File: config.mk
export PLATFORM = sky130hd
export DESIGN_NAME = shift_seq_ctrl
export DESIGN_NICKNAME = d
export VERILOG_FILES = /design/src/rtl/shift_seq_ctrl_pkg.sv /design/src/rtl/shift_seq_ctrl_step.sv /design/src/rtl/shift_seq_ctrl.sv
export SDC_FILE = /design/constraint.sdc
export NUM_CORES = 1
export LEC_CHECK = 0
export ABC_AREA = 1
export CORE_MARGIN = 3
export CORE_UTILIZATION = 50
export DETAILED_ROUTE_END_ITERATION = 7
export PLACE_DENSITY_LB_ADDON = 0.05
export SLEW_MARGIN = 20
export SYNTH_ARGS = -nofsm -noshare
export SYNTH_HDL_FRONTEND = slang
export SYNTH_SLANG_ARGS = --single-unit
File: constraint.sdc
create_clock -name clk -period 7.5 [get_ports clk]
set_input_delay 1.5 -clock clk [delete_from_list [all_inputs] [get_ports clk]]
set_output_delay 1.5 -clock clk [all_outputs]
set_load 0.01 [all_outputs]
File: src/rtl/shift_seq_ctrl_pkg.sv
`default_nettype none
// ============================================================================
// Module      : shift_seq_ctrl_pkg
// Description : Shift-type encodings, controller states and the effective
//               shift-count helper shared by the multi-cycle shifter.
// Revision    : 1.0
// ============================================================================
package shift_seq_ctrl_pkg;

    localparam logic [1:0] SH_LSL = 2'b00;
    localparam logic [1:0] SH_LSR = 2'b01;
    localparam logic [1:0] SH_ASR = 2'b10;
    localparam logic [1:0] SH_ROR = 2'b11;

    localparam logic [1:0] ST_IDLE  = 2'd0;
    localparam logic [1:0] ST_SHIFT = 2'd1;
    localparam logic [1:0] ST_DONE  = 2'd2;

    localparam int unsigned STEP_MAX = 8;

    // Clamp the register-specified amount to the count that actually matters.
    function automatic logic [5:0] eff_count(input logic [1:0] sh_type,
                                             input logic [7:0] amt);
        logic [5:0] n;
        case (sh_type)
            SH_LSL, SH_LSR: n = (amt > 8'd33) ? 6'd33 : amt[5:0];
            SH_ASR:         n = (amt > 8'd32) ? 6'd32 : amt[5:0];
            default:        n = ((amt[4:0] == 5'd0) && (amt != 8'd0)) ? 6'd32 : {1'b0, amt[4:0]};
        endcase
        return n;
    endfunction

endpackage
`default_nettype wire

File: src/rtl/shift_seq_ctrl_step.sv
`default_nettype none
// ============================================================================
// Module      : shift_step
// Description : Combinational 0..8 position shift of one type, returning the
//               shifted value and the last bit shifted out.
// Revision    : 1.0
// ============================================================================
module shift_step
    import shift_seq_ctrl_pkg::*;
(
    input  logic [1:0]  sh_type,
    input  logic [31:0] val_in,
    input  logic        fill,
    input  logic        carry_in,
    input  logic [3:0]  amt,
    output logic [31:0] val_out,
    output logic        carry_out
);

    logic [32:0] w_left;
    logic [7:0]  w_upper;
    logic [32:0] w_right;

    // The carry rides as an extra bit so amt=0 passes carry_in straight through.
    always_comb begin
        w_left  = {carry_in, val_in} << amt;
        w_upper = (sh_type == SH_ROR) ? val_in[7:0] : {8{fill}};
        w_right = 33'({w_upper, val_in, carry_in} >> amt);
        if (sh_type == SH_LSL) begin
            val_out   = w_left[31:0];
            carry_out = w_left[32];
        end else begin
            val_out   = w_right[32:1];
            carry_out = w_right[0];
        end
    end

endmodule
`default_nettype wire

File: src/rtl/shift_seq_ctrl.sv
`default_nettype none
// ============================================================================
// Module      : shift_seq_ctrl
// Description : Multi-cycle register-specified barrel shift, up to eight
//               positions per cycle, with flush and single-cycle done.
// Revision    : 1.0
// ============================================================================
module shift_seq_ctrl
    import shift_seq_ctrl_pkg::*;
(
    input  logic        clk,
    input  logic        rst,
    input  logic        start,
    input  logic        flush,
    input  logic [1:0]  shift_type,
    input  logic [7:0]  shift_amt,
    input  logic [31:0] val_rm,
    input  logic        carry_in,
    output logic        busy,
    output logic        done,
    output logic [31:0] result,
    output logic        carry_out
);

    logic [1:0]  state_q, state_d;
    logic [1:0]  type_q, type_d;
    logic [5:0]  rem_q, rem_d;
    logic [31:0] work_q, work_d;
    logic        wcarry_q, wcarry_d;
    logic [31:0] result_q, result_d;
    logic        cout_q, cout_d;

    logic [5:0]  n_eff;
    logic [3:0]  step_amt;
    logic        step_fill;
    logic [31:0] step_val;
    logic        step_carry;

    always_comb begin
        n_eff     = eff_count(shift_type, shift_amt);
        step_amt  = (rem_q > 6'(STEP_MAX)) ? 4'(STEP_MAX) : rem_q[3:0];
        step_fill = (type_q == SH_ASR) ? work_q[31] : 1'b0;
    end

    shift_step u_step (
        .sh_type   (type_q),
        .val_in    (work_q),
        .fill      (step_fill),
        .carry_in  (wcarry_q),
        .amt       (step_amt),
        .val_out   (step_val),
        .carry_out (step_carry)
    );

    always_comb begin
        state_d  = state_q;
        type_d   = type_q;
        rem_d    = rem_q;
        work_d   = work_q;
        wcarry_d = wcarry_q;
        result_d = result_q;
        cout_d   = cout_q;
        case (state_q)
            ST_IDLE: begin
                if (start && !flush) begin
                    type_d   = shift_type;
                    work_d   = val_rm;
                    wcarry_d = carry_in;
                    rem_d    = n_eff;
                    if (n_eff == 6'd0) begin
                        state_d  = ST_DONE;
                        result_d = val_rm;
                        cout_d   = carry_in;
                    end else begin
                        state_d = ST_SHIFT;
                    end
                end
            end
            ST_SHIFT: begin
                work_d   = step_val;
                wcarry_d = step_carry;
                rem_d    = rem_q - {2'b00, step_amt};
                // A flushed operation never reaches the visible result.
                if (flush) begin
                    state_d = ST_IDLE;
                    rem_d   = 6'd0;
                end else if (rem_d == 6'd0) begin
                    state_d  = ST_DONE;
                    result_d = step_val;
                    cout_d   = step_carry;
                end
            end
            ST_DONE: begin
                state_d = ST_IDLE;
            end
            default: begin
                state_d = ST_IDLE;
            end
        endcase
    end

    always_ff @(posedge clk or posedge rst) begin
        if (rst) begin
            state_q  <= ST_IDLE;
            type_q   <= SH_LSL;
            rem_q    <= 6'd0;
            work_q   <= 32'd0;
            wcarry_q <= 1'b0;
            result_q <= 32'd0;
            cout_q   <= 1'b0;
        end else begin
            state_q  <= state_d;
            type_q   <= type_d;
            rem_q    <= rem_d;
            work_q   <= work_d;
            wcarry_q <= wcarry_d;
            result_q <= result_d;
            cout_q   <= cout_d;
        end
    end

    assign busy      = (state_q != ST_IDLE);
    assign done      = (state_q == ST_DONE);
    assign result    = result_q;
    assign carry_out = cout_q;

endmodule
`default_nettype wire

Word-level counts from Yosys, hierarchy flattened
Cells that the tools add are included.
- bits in registers: 76
- latch bits: 0
- memory bits (writable): 0
- ROM bits: 0
- input port bits: 47
- output and inout port bits: 35
- logic and storage cells: 72
- memories: 0
- add/subtract/negate cells: 1
- multipliers: 0
- div/mod/pow operators: 0
- $lt $le $gt $ge: 3
- equal/unequal tests: 11
- shifts and indexed selects: 2
- multiplexer cells: 31
- bitwise operators: 0
- reductions and logical operators: 17
- operators with widths (kind ; number):
    $mux 32 ; 6
    $pmux 32 s2 ; 2
    $shr 41x4->33 ; 1
    $shl 33x4->33 ; 1
    $mux 6 ; 5
    $pmux 6 s2 ; 2
    $gt 8x6->1 const B ; 2
    $logic_not 6->1 ; 2
    $eq 2x2->1 const B ; 4
    $mux 2 ; 4
    $mux 8 ; 1
    $ne 2x2->1 const B ; 4
    $reduce_bool 8->1 ; 1
    $mux 1 ; 7
    $gt 6x4->1 const B ; 1
    $logic_not 2->1 ; 3
    $reduce_and 2->1 ; 3
    $sub 6x4->6 ; 1
    $logic_not 5->1 ; 1
    $reduce_and 5->1 ; 1
    $eq 2x1->1 const B ; 2
    $mux 4 ; 1
    $pmux 1 s2 ; 2
    $pmux 2 s2 ; 1
    5 further kinds ; 7

Longest topological paths before layout
Gate-level depths: netlist of run 1.
- word-level depth: 8
- gate-level depth with buffers: 16
- mapped depth without buffers: 15

Modules after synthesis
From an unflattened synthesis of run 1, not the netlist that was laid out.
- cell total of the unflattened synthesis: 1222
- area total of the unflattened synthesis: 7236.9 µm²
- by module, submodules not included (module ; instances ; cells an instance ; area an instance (µm²) ; seq. area each (µm²)):
    shift_seq_ctrl ; 1 ; 477 ; 3776.1 ; 1901.8
    shift_step ; 1 ; 745 ; 3460.8 ; 0.0

Worst setup path after synthesis of run 1
No wires, ideal clock.
- path type: input-to-reg
- from: in shift_amt[6]
- to: reg result_q[24], in the netlist result[24]
- library setup time: 118 ps
- arrival time: 2840 ps
- required time: 7382 ps
- slack: 4542 ps
- stages on the path: 9
- buffers on the path: 1
- cells stage by stage: nor2_1 inv_1 o41ai_1 o21ai_0 nor2_8 inv_4 buf_6 nand2_1 nand2_1
- word-level cells in the longest chain between the ends: 7
- elaborated cells between the ends (all ways): 11
- classes of those cells: 2 x order compare; 1 x eq/ne; 4 x mux; 4 x reduce/logical
- RTL lines (element ; RTL line ; RTL):
    start, declared ; shift_seq_ctrl.sv:16 ; input logic [7:0] shift_amt,
    branches (longest 3 deep; another with $gt 8x6->1) ; -- ;
    $pmux 6 s2 (*) ; shift_seq_ctrl_pkg.sv:25 ; case (sh_type)
    $logic_not 6->1 (*) ; shift_seq_ctrl.sv:70 ; if (n_eff == 6'd0) begin
    $ne 2x2->1 (no line) (*) ; -- ;
    $reduce_and 5->1 (no line) (*) ; -- ;
    end signal, assigned ; shift_seq_ctrl.sv:117 ; result_q <= result_d;
    end, declared ; shift_seq_ctrl.sv:30 ; logic [31:0] result_q, result_d;
Every way passes the cells marked *.
A chain may end at the register's enable or synchronous reset.

Final worst setup path of run 1
- from: reg rem_q[0]
- to: reg work_q[26]
- word-level cells in the longest chain between the ends: 5
- elaborated cells between the ends (all ways): 6
- classes of those cells: 1 x order compare; 2 x shift; 3 x mux
- RTL lines (element ; RTL line ; RTL):
    start, declared ; shift_seq_ctrl.sv:27 ; logic [5:0] rem_q, rem_d;
    start signal, assigned ; shift_seq_ctrl.sv:114 ; rem_q <= rem_d;
    $gt 6x4->1 ; shift_seq_ctrl.sv:41 ; step_amt = (rem_q > 6'(STEP_MAX)) ? 4'(STEP_MAX) : rem_q[3:0];
    $mux 4 (*) ; shift_seq_ctrl.sv:41 ;
    $shr 41x4->33 / $shl 33x4->33 (equally long branches) ; shift_seq_ctrl_step.sv:28, shift_seq_ctrl_step.sv:26 ;
    $mux 32 (*) ; shift_seq_ctrl_step.sv:29 ; if (sh_type == SH_LSL) begin
    $pmux 32 s2 (*) ; shift_seq_ctrl.sv:63 ; case (state_q)
    end signal, assigned ; shift_seq_ctrl.sv:115 ; work_q <= work_d;
    end, declared ; shift_seq_ctrl.sv:28 ; logic [31:0] work_q, work_d;
Every way passes the cells marked *; elsewhere a longest branch is shown, timed or not.

==> flow_summary.ini, run 1 <==
[status]
outcome = completed

[synth]
seq_area_frac_synth_pct = 26.4
yosysWarnings = 0
postSynth.asyncResetShare_pct = 100
syn_nets = 1319
syn-cell-area_sq_um = 7190
synth.avg_cell_area_sq_um = 5.66
yosys_register_bits = 76
synthCells = 1271
synth_edf_count = 0
synth_cell_types = 37
synth_area_leaders = nand2_1 31%, dfrtp_1 26%, nand3_1 18%
yosysTopAreaCellShare_pct = 30.7
synth_ff_type = dfrtp_1
synth_area_leader_cell = nand2_1

[die]
die_h_um = 126
initial_core_util_pct = 51.4
num_io_pins = 82
core_region_area_sq_um = 14000
die_x_um = 126
rows = 43
dieArea_sq_um = 15900

[global_routing]
track_usage_pct = 30.9
grt_pass1_vias = 7684
grt_max_degree = 77
grt_antenna_before_repair = 1
grt_pass1_wl_mm = 39.8
overflow = 0

[routing]
wl_mm = 24.6
vias = 8466
routedWlPerCell_um = 16.6
antenna_left = 0
via_per_inst = 5.71
dr.pass1.iters = 5
drtIter0Drc = 987
drc_errors = 0

[cts]
cts-root-buf = clkbuf_16
postCtsSetupBuffers = 0
cts_made_buffers = 9
clk_path_buf_depth = 2
cts.clk_slew.worst_paths_ns = 0.06
cts_tree = done
clk_latency_ns = 0.36
ctsResizeCount = 0
cts_hold_buf = 0
cts_htree_levels = 3
clock-sinks = 76

[critical_path]
crit_fanout = 63
end_kind = register
r2r_cells = 14
r2r_slack_ns = 3.58
critPathArrivalTime_ns = 4.21
start_kind = register
critPathRequiredTime_ns = 7.79
path_class = register to register

[timing]
max_slew_margin_pct = 22.2
clock.fmax_mhz = 255
slew_violations = 0
tightest_slew_ns = 1.17
rsz0062_at_grt = no
finalSetupViolations = 0
worst_hold_slack_ns = 0.477
tns_ns = 0
finalHoldViolCount = 0
finalCriticalPeriod_ns = 3.92
finClkSkew_ns = 0.00751
finalCritPeriodShare_pct = 52.3

[place]
dp_hpwl_mm = 16.9
io_buffers = 81
place_area_sq_um = 7900
place.gp.congestion = 0.943

[layout]
fin_nets = 1346
syn2layout_area_growth_pct = 14.3
drive_above_1_share_pct = 6.14
utilization_pct = 58.7
antenna_cells = 0
design_area_sq_um = 8220

[worst_hold_path]
hp-class = register to register
min_delay_path_depth = 2

[pwr]
p_total_uw = 4560
powerDensity_nw_per_um2 = 555
p_leak_uw = 0.00431
ir_worst_vdd_v = 0.000300

[run]
maxCapViolCount = 0
## sequential cells by signal, indices dropped and copies added, names as in the netlist
signal and cells:
result 32, work_q 32, rem_q 6, state_q 2, type_q 2, carry_out 1
wcarry_q 1
## cells by family (layout without fill, tap and decap cells)
group,count (synthesis),after routing,synth area share [%]
compound gates,81,81,6.33
fa+ha+maj,1,1,0.174
buf+inv,139,171,9.12
flops,76,76,26.4
other cells,1,1,0.0522
simple gates,973,973,57.9
## synthesized netlist by cell type, drive strengths merged (2+ instances only)
cell and n:
a21oi 17, a22oi 4, a31oi 2, buf 58, clkbuf 19, dfrtp 76
inv 61, nand2 590, nand3 255, nand4 19, nor2 77, o211ai 5
o21ai 47, o21bai 2, or2 30
## path summary, 6_finish.rpt
check / endpoint / start
min in group asynchronous: result[12]$_DFFE_PP0P_ / rst
worst max-delay path: work_q[26]$_DFFE_PP0P_ / rem_q[0]$_DFFE_PP0P_
max in group asynchronous: work_q[27]$_DFFE_PP0P_ / rst
worst min register to register: work_q[6]$_DFFE_PP0P_ / work_q[6]$_DFFE_PP0P_
worst min-delay path: work_q[6]$_DFFE_PP0P_ / work_q[6]$_DFFE_PP0P_
worst max register to register: work_q[26]$_DFFE_PP0P_ / rem_q[0]$_DFFE_PP0P_
## metrics by stage
stage | setup WS, ns | instances
after floorplan | 4.06 | 1271
after global placement | 3.57 | 1466
after global routing | 3.36 | 1483
final | 3.58 | 1483
after CTS | 3.64 | 1482
after detailed placement | 3.44 | 1466
## layer usage
metal,up-vias,track usage (%),wire (um)
li1,4158,-,-
met1,3892,45.4,11200
met2,374,47.1,11000
met3,40,4.88,1950
met4,2,9.27,533
met5,-,0,7
## report_power, final
| group | total (uW) | internal (uW) | switching [uW] |
|---|---|---|---|
| combinational | 3290 | 1060 | 2230 |
| sequential | 822 | 618 | 204 |
| clock | 442 | 256 | 186 |
| total | 4560 | 1930 | 2620 |
## cells in the final DEF (no fill, tap or decap), types with 2 or more instances in the layout
| cell type | count |
|---|---|
| o211ai_1 | 5 |
| clkdlybuf4s50_1 | 81 |
| buf_4 | 11 |
| o21ai_0 | 42 |
| nor2_1 | 69 |
| inv_2 | 6 |
| nand4_1 | 19 |
| or2_2 | 30 |
| nor2_2 | 4 |
| clkinvlp_4 | 3 |
| inv_1 | 53 |
| a31oi_1 | 2 |
| nand2_1 | 588 |
| dfrtp_1 | 76 |
| nand2_2 | 2 |
| a22oi_1 | 4 |
| a21oi_1 | 16 |
| nor2_4 | 3 |
| o21ai_1 | 5 |
| nand3_1 | 253 |
| clkbuf_16 | 9 |
| clkinv_2 | 4 |
## worst max-delay path, stage by stage (launching register included)
cell      delay, ns
dfrtp_1        0.93
inv_1          0.18
nand2_1        0.15
a21oi_2        0.06
nand2_2        0.05
buf_4          0.56
inv_2          0.45
buf_4          0.38
nand3_1        0.19
nand2_1        0.07
nand2_1        0.06
nand3_1        0.10
o21bai_1       0.39
nand2_1        0.12
nand2_1        0.08
## layout make-up
| cell class | count | area (sq um) |
|---|---|---|
| clock buffer | 9 | 225 |
| clock inverter | 7 | 67.6 |
| fill | 1494 | 5770 |
| inverter | 62 | 236 |
| multi-input combinational | 1056 | 4640 |
| sequential | 76 | 1900 |
| tap | 180 | 225 |
| timing repair buffer | 93 | 921 |
(Power assumes the default switching activity.)
==> run 2, diff against run 1 <==
==> constraint.sdc (replaced) <==
create_clock -name clk -period 3.2 [get_ports clk]
set_input_delay 0.64 -clock clk [delete_from_list [all_inputs] [get_ports clk]]
set_output_delay 0.64 -clock clk [all_outputs]
set_load 0.01 [all_outputs]
==> flow_summary.ini, run 2 (synthesis results as in run 1) <==
[status]
outcome = completed

[cts]
cts_made_buffers = 9
postCtsSetupBuffers = 0
ctsResizeCount = 0
clk_latency_ns = 0.36
cts_htree_levels = 3
clk_path_buf_depth = 2
cts_tree = done
cts_hold_buf = 0
cts-root-buf = clkbuf_16
clock-sinks = 76
cts.clk_slew.worst_paths_ns = 0.07

[die]
num_io_pins = 82
rows = 43
die_x_um = 126
dieArea_sq_um = 15900
initial_core_util_pct = 51.4
core_region_area_sq_um = 14000
die_h_um = 126

[critical_path]
crit_fanout = 68
path_class = register to register
r2r_cells = 13
end_kind = register
critPathArrivalTime_ns = 3.05
start_kind = register
critPathRequiredTime_ns = 3.49

[routing]
routedWlPerCell_um = 17.1
dr.pass1.iters = 6
via_per_inst = 5.72
antenna_left = 0
drtIter0Drc = 1049
wl_mm = 25.5
drc_errors = 0
vias = 8531

[place]
place.gp.congestion = 0.958
dp_hpwl_mm = 18.0
io_buffers = 81

[layout]
syn2layout_area_growth_pct = 16.3
mostFrequentLayoutCells = 588 x nand2_1, 253 x nand3_1, 81 x clkdlybuf4s50_1
fin_nets = 1355
layout_commonest_cell = nand2_1
antenna_cells = 0
drive_above_1_share_pct = 6.78
n_fill_cell = 1503
utilization_pct = 59.8

[global_routing]
grt_max_degree = 75
overflow = 0
track_usage_pct = 32.4
grt_pass1_wl_mm = 41.1
grt_antenna_before_repair = 0
grt_pass1_vias = 7850

[timing]
tns_ns = 0
finalSetupViolations = 0
tightest_slew_ns = 0.814
max_slew_margin_pct = 45.7
rsz0062_at_grt = no
finalHoldViolCount = 0
slew_violations = 0
finalCritPeriodShare_pct = 86.1
finClkSkew_ns = 0.00508
clock.fmax_mhz = 363
finalCriticalPeriod_ns = 2.76

[worst_hold_path]
min_delay_path_depth = 2
hp-class = register to register

[pwr]
p_leak_uw = 0.00439
ir_worst_vdd_v = 0.000612
powerDensity_nw_per_um2 = 1320

[run]
maxCapViolCount = 0
-- run 2: changes by cell type in the layout (fill, tap and decap cells not counted), sizes merged --
cell and delta:
clkinvlp -2, buf +9, bufinv +1, inv +1
-- run 2: area by class of cell --
| type | instances | area (sq um) | area share [%] |
|---|---|---|---|
| multi-input cells | 1056 | 4640 | 55.5 |
| flip-flops and latches | 76 | 1900 | 22.8 |
| repair buffers | 102 | 1030 | 12.3 |
| inverters | 62 | 236 | 2.83 |
| clock buffers | 9 | 225 | 2.69 |
| well taps | 180 | 225 | 2.69 |
| clock inverters | 7 | 98.8 | 1.18 |
-- run 2: stage by stage --
stage          area (sq um)  hold slack, ns  cells  total power, uW  setup WS [ns]
2_1_floorplan          7190           0.449   1271             7390          0.622
3_3_place_gp           8040           0.464   1476             9670          0.370
3_5_place_dp           8040           0.465   1476             9720          0.383
4_1_cts                8360           0.481   1492            10900          0.551
5_1_grt                8360           0.504   1492            12100          0.249
6_report               8360           0.478   1492            11000          0.445
-- run 2: where the power goes --
part / leakage [uW] / total [uW] / internal [uW] / switching [uW]
clock: 0.000156 / 1160 / 688 / 469
sequential: 0.000940 / 1890 / 1450 / 439
combinational: 0.00329 / 7990 / 2610 / 5380
total: 0.00439 / 11000 / 4750 / 6280
-- run 2: worst paths after layout --
kind	end	slack [ns]	startpoint
worst min-delay path	result[15]$_DFFE_PP0P_	0.48	result[15]$_DFFE_PP0P_
min in group asynchronous	result[11]$_DFFE_PP0P_	0.66	rst
worst max register to register	work_q[23]$_DFFE_PP0P_	0.44	rem_q[3]$_DFFE_PP0P_
worst max-delay path	work_q[23]$_DFFE_PP0P_	0.44	rem_q[3]$_DFFE_PP0P_
max in group asynchronous	rem_q[0]$_DFFE_PP0P_	1.90	rst
worst min register to register	result[15]$_DFFE_PP0P_	0.48	result[15]$_DFFE_PP0P_
-- run 2: routing by layer --
metal  global-route usage [%]  vias up  wire length, um
li1                         -     4180                -
met1                     45.1     3912            11100
met2                     50.2      389            11300
met3                     7.25       50             2350
met4                     10.7        0              686
met5                        0        -                0
-- run 2: critical path: stages, from the launching register on --
cell     delay (ns)
dfrtp_1        0.47
inv_2          0.24
nand3_4        0.15
buf_4          0.52
nand2_1        0.20
o21ai_0        0.18
nand2_1        0.12
nand3_1        0.11
nand2_1        0.07
nor2_1         0.15
nor2_1         0.07
nand2_1        0.15
nand3_1        0.12
nand2_1        0.10
